==> src/rtl/fht_frame_sched_pkg.sv <==
// Shared definitions for the FHT frame scheduler: state encodings and bank geometry.
// Latency: n/a (types and helpers only).
// Backpressure: n/a.
package fht_frame_sched_pkg;

  localparam int BANKS      = 4;
  localparam int BANK_SEL_W = 2;

  typedef enum logic [2:0] {
    FS_IDLE   = 3'd0,
    FS_LOAD   = 3'd1,
    FS_START  = 3'd2,
    FS_ARM    = 3'd3,
    FS_RUN    = 3'd4,
    FS_UNLOAD = 3'd5
  } fs_state_t;

  // One-hot bank write enable from a bank select
  function automatic logic [BANKS-1:0] bank_onehot(input logic [BANK_SEL_W-1:0] sel);
    bank_onehot      = '0;
    bank_onehot[sel] = 1'b1;
  endfunction

endpackage

==> src/rtl/fht_frame_sched_out_skid.sv <==
// 2-entry result FIFO absorbing the one-cycle bank RAM read latency.
// Latency: a pushed entry is visible at the output the cycle after the push.
// Backpressure: output held stable while iRDY=0; the producer guarantees it never pushes into a full FIFO.
module fht_frame_sched_out_skid #(
  parameter int W = 17
) (
  input  logic         iCLK,
  input  logic         iRESET,
  input  logic         iCLR,
  input  logic         iPUSH,
  input  logic [W-1:0] iPUSH_DAT,
  output logic         oVLD,
  output logic [W-1:0] oDAT,
  input  logic         iRDY,
  output logic [1:0]   oCNT
);

  logic [W-1:0] e0_q, e0_d, e1_q, e1_d;
  logic [1:0]   cnt_q, cnt_d;
  logic         pop;

  assign oVLD = (cnt_q != 2'd0);
  assign oDAT = e0_q;
  assign oCNT = cnt_q;

  // Next-state: entry 0 is always the head; entry 1 shifts down on pop
  always_comb begin
    e0_d  = e0_q;
    e1_d  = e1_q;
    cnt_d = cnt_q;
    pop   = oVLD & iRDY;
    if (iCLR) begin
      cnt_d = 2'd0;
    end else begin
      case ({iPUSH, pop})
        2'b11: begin
          if (cnt_q == 2'd1) begin
            e0_d = iPUSH_DAT;
          end else begin
            e0_d = e1_q;
            e1_d = iPUSH_DAT;
          end
        end
        2'b01: begin
          e0_d  = e1_q;
          cnt_d = cnt_q - 2'd1;
        end
        2'b10: begin
          if (cnt_q == 2'd0) e0_d = iPUSH_DAT;
          else               e1_d = iPUSH_DAT;
          cnt_d = cnt_q + 2'd1;
        end
        default: ;
      endcase
    end
  end

  // FIFO storage and occupancy registers
  always_ff @(posedge iCLK or negedge iRESET) begin
    if (!iRESET) begin
      e0_q  <= '0;
      e1_q  <= '0;
      cnt_q <= 2'd0;
    end else begin
      e0_q  <= e0_d;
      e1_q  <= e1_d;
      cnt_q <= cnt_d;
    end
  end

endmodule

==> src/rtl/fht_frame_sched.sv <==
// Frame sequencer around the 4-bank FHT: bit-reversed load into pair A, start/wait, natural-order unload.
// Latency: load writes are combinational with the input handshake; first result 2 cycles after UNLOAD entry.
// Backpressure: oIN_READY only in LOAD; unload reads throttled so the 2-entry result FIFO never overflows.
module fht_frame_sched #(
  parameter int A_BIT = 8,
  parameter int D_BIT = 16
) (
  input  logic             iCLK,
  input  logic             iRESET,
  input  logic             iFLUSH,
  input  logic             iIN_VALID,
  input  logic [D_BIT-1:0] iIN_DATA,
  output logic             oIN_READY,
  output logic [3:0]       oLD_WE,
  output logic [A_BIT-1:0] oLD_ADDR,
  output logic [D_BIT-1:0] oLD_DATA,
  output logic             oFHT_START,
  input  logic             iFHT_RDY,
  input  logic             iFHT_SOURCE,
  output logic             oRD_PAIR,
  output logic [1:0]       oRD_BANK,
  output logic [A_BIT-1:0] oRD_ADDR,
  input  logic [D_BIT-1:0] iRD_DATA,
  output logic             oOUT_VALID,
  output logic [D_BIT-1:0] oOUT_DATA,
  output logic             oOUT_LAST,
  input  logic             iOUT_READY,
  output logic             oBUSY
);
  import fht_frame_sched_pkg::*;

  localparam int NB = A_BIT + 2;
  // N-1 is all ones in NB bits
  localparam logic [NB-1:0] LAST_IDX = '1;

  function automatic logic [NB-1:0] bitrev(input logic [NB-1:0] v);
    for (int i = 0; i < NB; i++) bitrev[i] = v[NB-1-i];
  endfunction

  fs_state_t     state_q, state_d;
  logic [NB-1:0] n_q, n_d, k_q, k_d;
  logic          rd_done_q, rd_done_d;
  logic          inflight_q, inflight_d;
  logic          inflight_last_q, inflight_last_d;
  logic          rd_pair_q, rd_pair_d;
  logic [NB-1:0] rev;
  logic [1:0]    fifo_cnt;
  logic [2:0]    occ;
  logic          issue, pop, fifo_vld;
  logic [D_BIT:0] fifo_dat;

  assign oRD_PAIR   = rd_pair_q;
  assign oRD_BANK   = k_q[1:0];
  assign oRD_ADDR   = k_q[NB-1:2];
  assign oOUT_VALID = fifo_vld;
  assign oOUT_DATA  = fifo_dat[D_BIT-1:0];
  assign oOUT_LAST  = fifo_dat[D_BIT];
  assign oBUSY      = (state_q != FS_IDLE);

  // Next-state, counters and per-state outputs; flush overrides everything
  always_comb begin
    state_d         = state_q;
    n_d             = n_q;
    k_d             = k_q;
    rd_done_d       = rd_done_q;
    inflight_d      = 1'b0;
    inflight_last_d = 1'b0;
    rd_pair_d       = rd_pair_q;
    oIN_READY       = 1'b0;
    oLD_WE          = '0;
    oLD_ADDR        = '0;
    oLD_DATA        = '0;
    oFHT_START      = 1'b0;
    issue           = 1'b0;
    rev             = bitrev(n_q);
    pop             = fifo_vld & iOUT_READY;
    // Slots committed after this cycle: entries kept plus the read already in flight
    occ             = {1'b0, fifo_cnt} + {2'b00, inflight_q} - {2'b00, pop};
    case (state_q)
      FS_IDLE: begin
        if (iIN_VALID) state_d = FS_LOAD;
      end
      FS_LOAD: begin
        oIN_READY = 1'b1;
        if (iIN_VALID) begin
          oLD_WE   = bank_onehot(rev[1:0]);
          oLD_ADDR = rev[NB-1:2];
          oLD_DATA = iIN_DATA;
          if (n_q == LAST_IDX) begin
            n_d     = '0;
            state_d = FS_START;
          end else begin
            n_d = n_q + 1'b1;
          end
        end
      end
      FS_START: begin
        oFHT_START = 1'b1;
        state_d    = FS_ARM;
      end
      FS_ARM: begin
        if (!iFHT_RDY) state_d = FS_RUN;
      end
      FS_RUN: begin
        if (iFHT_RDY) begin
          state_d   = FS_UNLOAD;
          rd_pair_d = iFHT_SOURCE;
        end
      end
      FS_UNLOAD: begin
        issue           = !rd_done_q && (occ < 3'd2);
        inflight_d      = issue;
        inflight_last_d = issue && (k_q == LAST_IDX);
        if (issue) begin
          if (k_q == LAST_IDX) begin
            k_d       = '0;
            rd_done_d = 1'b1;
          end else begin
            k_d = k_q + 1'b1;
          end
        end
        if (pop && fifo_dat[D_BIT]) begin
          state_d   = FS_IDLE;
          rd_done_d = 1'b0;
        end
      end
      default: state_d = FS_IDLE;
    endcase
    if (iFLUSH) begin
      state_d         = FS_IDLE;
      n_d             = '0;
      k_d             = '0;
      rd_done_d       = 1'b0;
      inflight_d      = 1'b0;
      inflight_last_d = 1'b0;
    end
  end

  // State, counters and read-pipeline tracking registers
  always_ff @(posedge iCLK or negedge iRESET) begin
    if (!iRESET) begin
      state_q         <= FS_IDLE;
      n_q             <= '0;
      k_q             <= '0;
      rd_done_q       <= 1'b0;
      inflight_q      <= 1'b0;
      inflight_last_q <= 1'b0;
      rd_pair_q       <= 1'b0;
    end else begin
      state_q         <= state_d;
      n_q             <= n_d;
      k_q             <= k_d;
      rd_done_q       <= rd_done_d;
      inflight_q      <= inflight_d;
      inflight_last_q <= inflight_last_d;
      rd_pair_q       <= rd_pair_d;
    end
  end

  fht_frame_sched_out_skid #(.W(D_BIT + 1)) u_skid (
    .iCLK      (iCLK),
    .iRESET    (iRESET),
    .iCLR      (iFLUSH),
    .iPUSH     (inflight_q),
    .iPUSH_DAT ({inflight_last_q, iRD_DATA}),
    .oVLD      (fifo_vld),
    .oDAT      (fifo_dat),
    .iRDY      (iOUT_READY),
    .oCNT      (fifo_cnt)
  );

endmodule

==> config.mk <==
export PLATFORM = sky130hd
export DESIGN_NAME = fht_frame_sched
export DESIGN_NICKNAME = d
export VERILOG_FILES = /design/src/rtl/fht_frame_sched_pkg.sv /design/src/rtl/fht_frame_sched_out_skid.sv /design/src/rtl/fht_frame_sched.sv
export SDC_FILE = /design/constraint.sdc
export NUM_CORES = 1
export LEC_CHECK = 0
export CAP_MARGIN = 0
export CORE_MARGIN = 4
export CORE_UTILIZATION = 40
export DETAILED_ROUTE_END_ITERATION = 10
export GPL_TIMING_DRIVEN = 0
export PLACE_DENSITY = 0.7
export SYNTH_ARGS = -nofsm -noshare
export SYNTH_HDL_FRONTEND = slang
export SYNTH_SLANG_ARGS = --single-unit
==> constraint.sdc <==
create_clock -name iCLK -period 3.7 [get_ports iCLK]
set_input_delay 0.37 -clock iCLK [delete_from_list [all_inputs] [get_ports iCLK]]
set_output_delay 0.37 -clock iCLK [all_outputs]
set_load 0.005 [all_outputs]
# Word-level counts from Yosys, hierarchy flattened
# Index checks and enable logic that the tools add are counted.
# classes
addsub,6
order_cmp,3
eq_ne,20
n_mux,43
bitwise,2
reduce_logical,25
# ops
op,count
$mux 10,8
$mux 17,4
$pmux 17 s3,1
$pmux 17 s2,1
$mux 16,2
$mux 3,7
$add 10x1->10 const B,2
$eq 10x10->1 const B,2
$ne 3x3->1 const B,6
$pmux 3 s6,1
$mux 8,2
$reduce_bool 3->1,5
$mux 1,12
$reduce_bool 2->1,6
$mux 4,2
$eq 3x2->1 const B,2
$eq 3x3->1 const B,2
$reduce_and 2->1,3
$reduce_and 3->1,2
$reduce_and 6->1,1
$eq 2x1->1 const B,2
$eq 2x2->1 const B,2
$logic_and 1x1->1,4
$ne 2x2->1 const B,2
18 further kinds,18
# totals
regBits,63
out_inout_bits,60

# Longest topological paths before layout
# depth
ltp_word,9
ltp_mapped,12
depth_no_buf,11

# By module
# Synthesis repeated with hierarchy kept, for this count alone.
# unflattened
cells_unflattened,314
area_unflattened_um2,3408.3
# modules_own_cells
module,instances,cells_each,area_per_inst_um2,seq_area_each_um2
fht_frame_sched,1,200,1756.7,675.6
fht_frame_sched_out_skid,1,114,1651.6,900.9

# Worst setup path after synthesis
# OpenSTA, ideal clock, no wires.
# synth_path
path_kind,register to register
start,"reg u_skid.cnt_q[1], in the netlist u_skid.oCNT[1]"
end,reg k_q[9]
setup_time_ps,78
arrival_time_ps,2830
required_ps,3622
setup_slack_ps,792
path_stages_with_launch,13
path_buffers,1
path_cell_list,dfrtp_1 > inv_1 > ha_1 > nor2b_1 > xnor2_1 > and2_1 > inv_1 > fa_1 > and2b_1 > nand3_4 > buf_6 > or4_1 > a21oi_1
# synth_via
elab_chain_len,7
elab_cells_between_ends,8
cone_classes,2 x add/sub; 1 x order compare; 1 x bitwise; 4 x reduce/logical
# synth_rtl
item,line_no,source
start: declaration,fht_frame_sched_out_skid.sv:19,"logic [1:0] cnt_q, cnt_d;"
start signal: assignment,fht_frame_sched_out_skid.sv:67,cnt_q <= cnt_d;
"parallel branches: the longest is 2 deep, another holds $add 2x1->3",n/a,
$sub 3x1->3 *,fht_frame_sched.sv:78,"occ = {1'b0, fifo_cnt} + {2'b00, inflight_q} - {2'b00, pop};"
$lt 3x2->1 *,fht_frame_sched.sv:111,issue = !rd_done_q && (occ < 3'd2);
$logic_and 1x1->1 *,fht_frame_sched.sv:111,
$reduce_bool 2->1 (no source line) *,n/a,
$reduce_and 2->1 (no source line) *,n/a,
end signal: assignment,fht_frame_sched.sv:152,k_q <= k_d;
end: declaration,fht_frame_sched.sv:41,"logic [NB-1:0] n_q, n_d, k_q, k_d;"
# Mark *: on every way between the ends.
# A chain may end at the register's enable or synchronous reset.

# Worst setup path after layout
# Same ends and word-level chain as after synthesis.

==> impl_metrics.prom <==
# TYPE chip_impl_metric gauge
chip_impl_metric{name="grt_start_max_net_pins",unit=""} 64
chip_impl_metric{name="worst_r2r_path_cells",unit=""} 12
chip_impl_metric{name="period_minus_slack",unit="ps"} 3187
chip_impl_metric{name="multi_input_area",unit="sq um"} 1619
chip_impl_info{name="ctsRootBufferMaster",value="clkbuf_8"} 1
chip_impl_metric{name="die_x",unit="um"} 99.34
chip_impl_metric{name="totalPowerFinal",unit="W"} 0.001923
chip_impl_metric{name="yosys_register_bits",unit=""} 63
chip_impl_metric{name="drt_first_iter_violations",unit=""} 146
chip_impl_metric{name="ys_seq_area_share",unit="%"} 47.24
chip_impl_metric{name="reg2reg_setup_slack",unit="ps"} 510
chip_impl_metric{name="drt_wl_total",unit="mm"} 7.910
chip_impl_metric{name="adder_cell_share_of_the_synthesized_area",unit="%"} 2.400
chip_impl_metric{name="clock_tree.buffer_depth",unit=""} 2
chip_impl_metric{name="detail_route.drc_violations",unit=""} 0
chip_impl_metric{name="place_ws",unit="ps"} 515.0
chip_impl_metric{name="cts_buffer_count",unit=""} 9
chip_impl_info{name="cell_chain_critical_path",value="inv_1 > ha_1 > nor2b_1 > xnor2_1 > and2_1 > inv_1 > fa_1 > and2b_1 > nand3_4 > buf_6 > or4_1 > a21oi_1"} 1
chip_impl_info{name="worst_setup_path_start_kind",value="flip-flop"} 1
chip_impl_metric{name="synthToLayoutAreaGrowth",unit="%"} 38.17
chip_impl_metric{name="cellLeakagePower",unit="nW"} 1.918
chip_impl_info{name="worst_r2r_endpoint",value="k_q[9]$_DFFE_PN0P_"} 1
chip_impl_metric{name="fin_worst_skew",unit="ps"} 8.380
chip_impl_metric{name="synth.net_count",unit=""} 373
chip_impl_info{name="hold_class",value="in2async"} 1
chip_impl_metric{name="final_hold_viol_count",unit=""} 0
chip_impl_info{name="netlist_top_cells_area",value="dfrtp_1 (47%), mux2_2 (6.1%), mux2i_1 (5.7%)"} 1
chip_impl_metric{name="sequential_cell_area",unit="sq um"} 1577
chip_impl_info{name="setup_repair_after_global_routing_missed_its_margin",value="false"} 1
chip_impl_metric{name="cts-hold-fix-buffers",unit=""} 0
chip_impl_metric{name="nets",unit=""} 482
chip_impl_metric{name="grt_antenna_before_repair",unit=""} 0
chip_impl_metric{name="setup_viol_count_final",unit=""} 0
chip_impl_metric{name="clk_latency",unit="ps"} 340
chip_impl_metric{name="area_inside_the_core_boundary",unit="sq um"} 8175
chip_impl_metric{name="layout.core_utilization",unit="%"} 56.40
chip_impl_metric{name="clk_sink_count",unit=""} 63
chip_impl_metric{name="grt_pass1_wl",unit="mm"} 13.28
chip_impl_metric{name="cts_repair_resize_count",unit=""} 0
chip_impl_metric{name="antennaDiodeCount",unit=""} 0
chip_impl_metric{name="maxSlewHeadroom",unit="%"} 47.30
chip_impl_metric{name="cp_max_fo",unit=""} 10
chip_impl_metric{name="gp_congestion",unit=""} 0.8146
chip_impl_metric{name="cp.arrival",unit="ps"} 3450
chip_impl_metric{name="setup-tns-final",unit="ps"} 0
chip_impl_info{name="cp-end-kind",value="flip-flop"} 1
chip_impl_metric{name="htree_num_levels",unit=""} 3
chip_impl_metric{name="io_pins",unit=""} 99
chip_impl_info{name="critical_path_launch_point",value="u_skid.oCNT[1]$_DFFE_PN0P_"} 1
chip_impl_info{name="worst_path_max_delay_cell",value="dfrtp_1"} 1
chip_impl_metric{name="netSwitchingFraction",unit="%"} 28.44
chip_impl_metric{name="pwr_density_cell",unit="nW/um^2"} 417.0
chip_impl_metric{name="vdd_drop_max",unit="mV"} 0.3064
chip_impl_info{name="top_ff_cell_synth",value="dfrtp_1"} 1
chip_impl_metric{name="power.share.sequential",unit="%"} 45.0
chip_impl_metric{name="dr.pass1.iters",unit=""} 4
chip_impl_metric{name="synthesis.area",unit="sq um"} 3337
chip_impl_metric{name="finalHoldWorstSlack",unit="ps"} 124.7
chip_impl_metric{name="synth-compound-area-share",unit="%"} 9.636
chip_impl_metric{name="async_reset_ff_share",unit="%"} 100.0
chip_impl_metric{name="cap_viol_max_count",unit=""} 0
chip_impl_metric{name="register_clock_pin_slew_on_the_reported_worst_setup_and_hold_paths",unit="ps"} 70
chip_impl_metric{name="start_util",unit="%"} 40.82
chip_impl_info{name="main_combinational_cell_family_by_area_after_synthesis",value="simple AND/OR/NAND/NOR gates"} 1
chip_impl_metric{name="synthesis.area_per_instance",unit="sq um"} 10.14
chip_impl_metric{name="detailedPlacementHpwl",unit="mm"} 5.695
chip_impl_metric{name="filler_cell_count",unit=""} 741
chip_impl_metric{name="final_min_period_over_clock_period",unit="%"} 86.12
chip_impl_metric{name="max_slew.worst_pin.slew",unit="ps"} 790.5
chip_impl_metric{name="gr-usage-all-layers",unit="%"} 16.55
chip_impl_metric{name="placementRows",unit=""} 33
chip_impl_metric{name="synth_largest_type_area_fraction",unit="%"} 47.24
chip_impl_metric{name="muxShareOfSynthArea",unit="%"} 11.77
chip_impl_metric{name="die_height",unit="um"} 99.34
chip_impl_info{name="worst_path_dominant_cell_family",value="simple AND/OR/NAND/NOR gates"} 1
chip_impl_metric{name="gr-total-overflow",unit=""} 0
chip_impl_info{name="run_status",value="finished clean"} 1
chip_impl_metric{name="post-cts-setup-buffers",unit=""} 0
chip_impl_metric{name="relative_contribution_of_combinational_cells_to_total_power",unit="%"} 28.5
chip_impl_metric{name="synth_edf_count",unit=""} 0
chip_impl_metric{name="yosysWarnings",unit=""} 0
chip_impl_metric{name="grt_pass1_vias",unit=""} 2814
chip_impl_metric{name="fin_ws",unit="ps"} 513.5
chip_impl_metric{name="critical_path.max_stage_delay",unit="ps"} 510
chip_impl_info{name="path_class",value="reg2reg"} 1
chip_impl_metric{name="worstPathRequired",unit="ps"} 3960
chip_impl_metric{name="synth.distinct_cells",unit=""} 49
chip_impl_metric{name="timing.fmax",unit="MHz"} 313.8
chip_impl_metric{name="die_area",unit="sq um"} 9867
chip_impl_metric{name="worstPathBufferInverterCount",unit=""} 3
chip_impl_metric{name="power.share.clock",unit="%"} 26.5
chip_impl_info{name="yosysTopAreaCell",value="dfrtp_1"} 1
chip_impl_metric{name="wirelength_per_cell",unit="um"} 14.46
chip_impl_info{name="crit-reg2reg-launch",value="u_skid.oCNT[1]$_DFFE_PN0P_"} 1
chip_impl_metric{name="netlist_instances",unit=""} 329
chip_impl_metric{name="dr_total_vias",unit=""} 2828
chip_impl_metric{name="routed_via_density",unit=""} 5.170
chip_impl_metric{name="final_antenna_net_count",unit=""} 0
chip_impl_info{name="cts_tree",value="yes"} 1
chip_impl_metric{name="buffers_added_on_ports",unit=""} 98
chip_impl_metric{name="internal_power",unit="W"} 0.001376
chip_impl_metric{name="finalMaxSlewViolations",unit=""} 0
chip_impl_metric{name="post_route_cells_drive_above_1_share",unit="%"} 10.63
chip_impl_metric{name="area_share_of_and_or_nand_nor_cells_after_synthesis",unit="%"} 21.26
chip_impl_metric{name="area_share_of_xor_xnor_cells_in_the_synthesized_design",unit="%"} 3.450
chip_impl_info{name="most_common_cell_on_crit_path",value="inv_1"} 1
chip_impl_metric{name="power.switching",unit="W"} 0.0005468
-- final cells by class --
class / instances / share of cell area [%]
buffer: 19 / 2.415
clock buffer: 11 / 3.066
clock inverter: 4 / 0.4885
inverter: 8 / 0.6513
multi-input combinational: 239 / 35.12
sequential: 63 / 34.19
tap: 105 / 2.849
timing repair buffer: 98 / 21.22
-- power groups by stage --
stage                     clock (W)  combinational [W]  sequential [W]
final                      0.000509           0.000548        0.000866
after global routing       0.000559           0.000613        0.000881
after CTS                  0.000530           0.000558        0.000866
after detailed placement          0           0.000555        0.000872
after global placement            0           0.000548        0.000873
after floorplan                   0           0.000216        0.000872
-- metal layers --
layer | track usage (%) | wire length [um] | vias to the layer above
li1 | - | - | 1376
met1 | 22.06 | 3580 | 1361
met2 | 25.57 | 3573 | 82
met3 | 6.101 | 666 | 9
met4 | 4.307 | 89 | 0
met5 | 0 | 0 | -
-- how the worst max path moves through the flow --
stage | to | slack, ps | cells after the start
floorplan | k_q[9]$_DFFE_PN0P_ | 790 | 12
global placement | n_q[6]$_DFFE_PN0P_ | 150 | 1
detailed placement | k_q[9]$_DFFE_PN0P_ | 520 | 11
CTS | k_q[9]$_DFFE_PN0P_ | 530 | 12
global route | k_q[9]$_DFFE_PN0P_ | 280 | 12
finish | k_q[9]$_DFFE_PN0P_ | 510 | 12
-- layout by cell type (no fill, tap or decap), types with 3 or more instances in the layout --
| cell | netlist | layout |
|---|---|---|
| o21ai_0 | 6 | 6 |
| a21oi_1 | 31 | 31 |
| mux2_2 | 18 | 18 |
| dfrtp_1 | 63 | 63 |
| and3_1 | 6 | 6 |
| clkinv_2 | 0 | 3 |
| and4_1 | 4 | 4 |
| a31oi_1 | 4 | 4 |
| mux2i_1 | 19 | 19 |
| inv_1 | 8 | 8 |
| clkbuf_8 | 0 | 10 |
| or3_1 | 5 | 5 |
| buf_6 | 3 | 3 |
| xor2_1 | 9 | 9 |
| nor2_1 | 35 | 35 |
| clkdlybuf4s50_1 | 0 | 97 |
| buf_4 | 4 | 5 |
| o2111ai_1 | 3 | 3 |
| nor3_1 | 8 | 8 |
| nand2_1 | 17 | 17 |
| ha_1 | 4 | 4 |
| and2_1 | 26 | 26 |
| nand4_1 | 5 | 5 |
| nand3_1 | 10 | 10 |
| or4_1 | 3 | 3 |
| clkbuf_1 | 9 | 10 |
-- cells in the mapped netlist (2+ instances only) --
cell / number
mux2i_1: 19
buf_2: 2
nor2b_1: 2
nand4_1: 5
a21oi_1: 31
dfrtp_1: 63
o21ai_0: 6
nor3_1: 8
o2111ai_1: 3
clkbuf_1: 9
inv_1: 8
or3_1: 5
mux2_2: 18
and3_1: 6
nand2b_1: 2
or4_1: 3
nor2_1: 35
xor2_1: 9
buf_6: 3
ha_1: 4
and4_1: 4
nand2_1: 17
nand3_1: 10
a31oi_1: 4
and2_1: 26
buf_4: 4
-- sequential cells by signal, summed over array words and instances (netlist names) --
signal	flops
oRD_PAIR	1
state_q	3
rd_done_q	1
k_q	10
inflight_q	1
u_skid.e1_q	17
n_q	10
inflight_last_q	1
u_skid.oCNT	2
u_skid.oDAT	17
-- through the flow --
| stage | area (sq um) | instances |
|---|---|---|
| after global placement | 4449 | 532 |
| after floorplan | 3337 | 329 |
| after CTS | 4611 | 547 |
| final | 4611 | 547 |
| after detailed placement | 4447 | 532 |
| after global routing | 4611 | 547 |
-- cell families (layout without fill, tap and decap cells) --
family / after synthesis / in the layout
muxes: 37 / 37
AOI/OAI and AO/OA: 54 / 54
and+or+nand+nor: 131 / 131
DFF: 63 / 63
adders and majority gates: 6 / 6
xor gates and xnor gates: 11 / 11
buffers and inverters: 27 / 140
(Power assumes the default switching activity.)
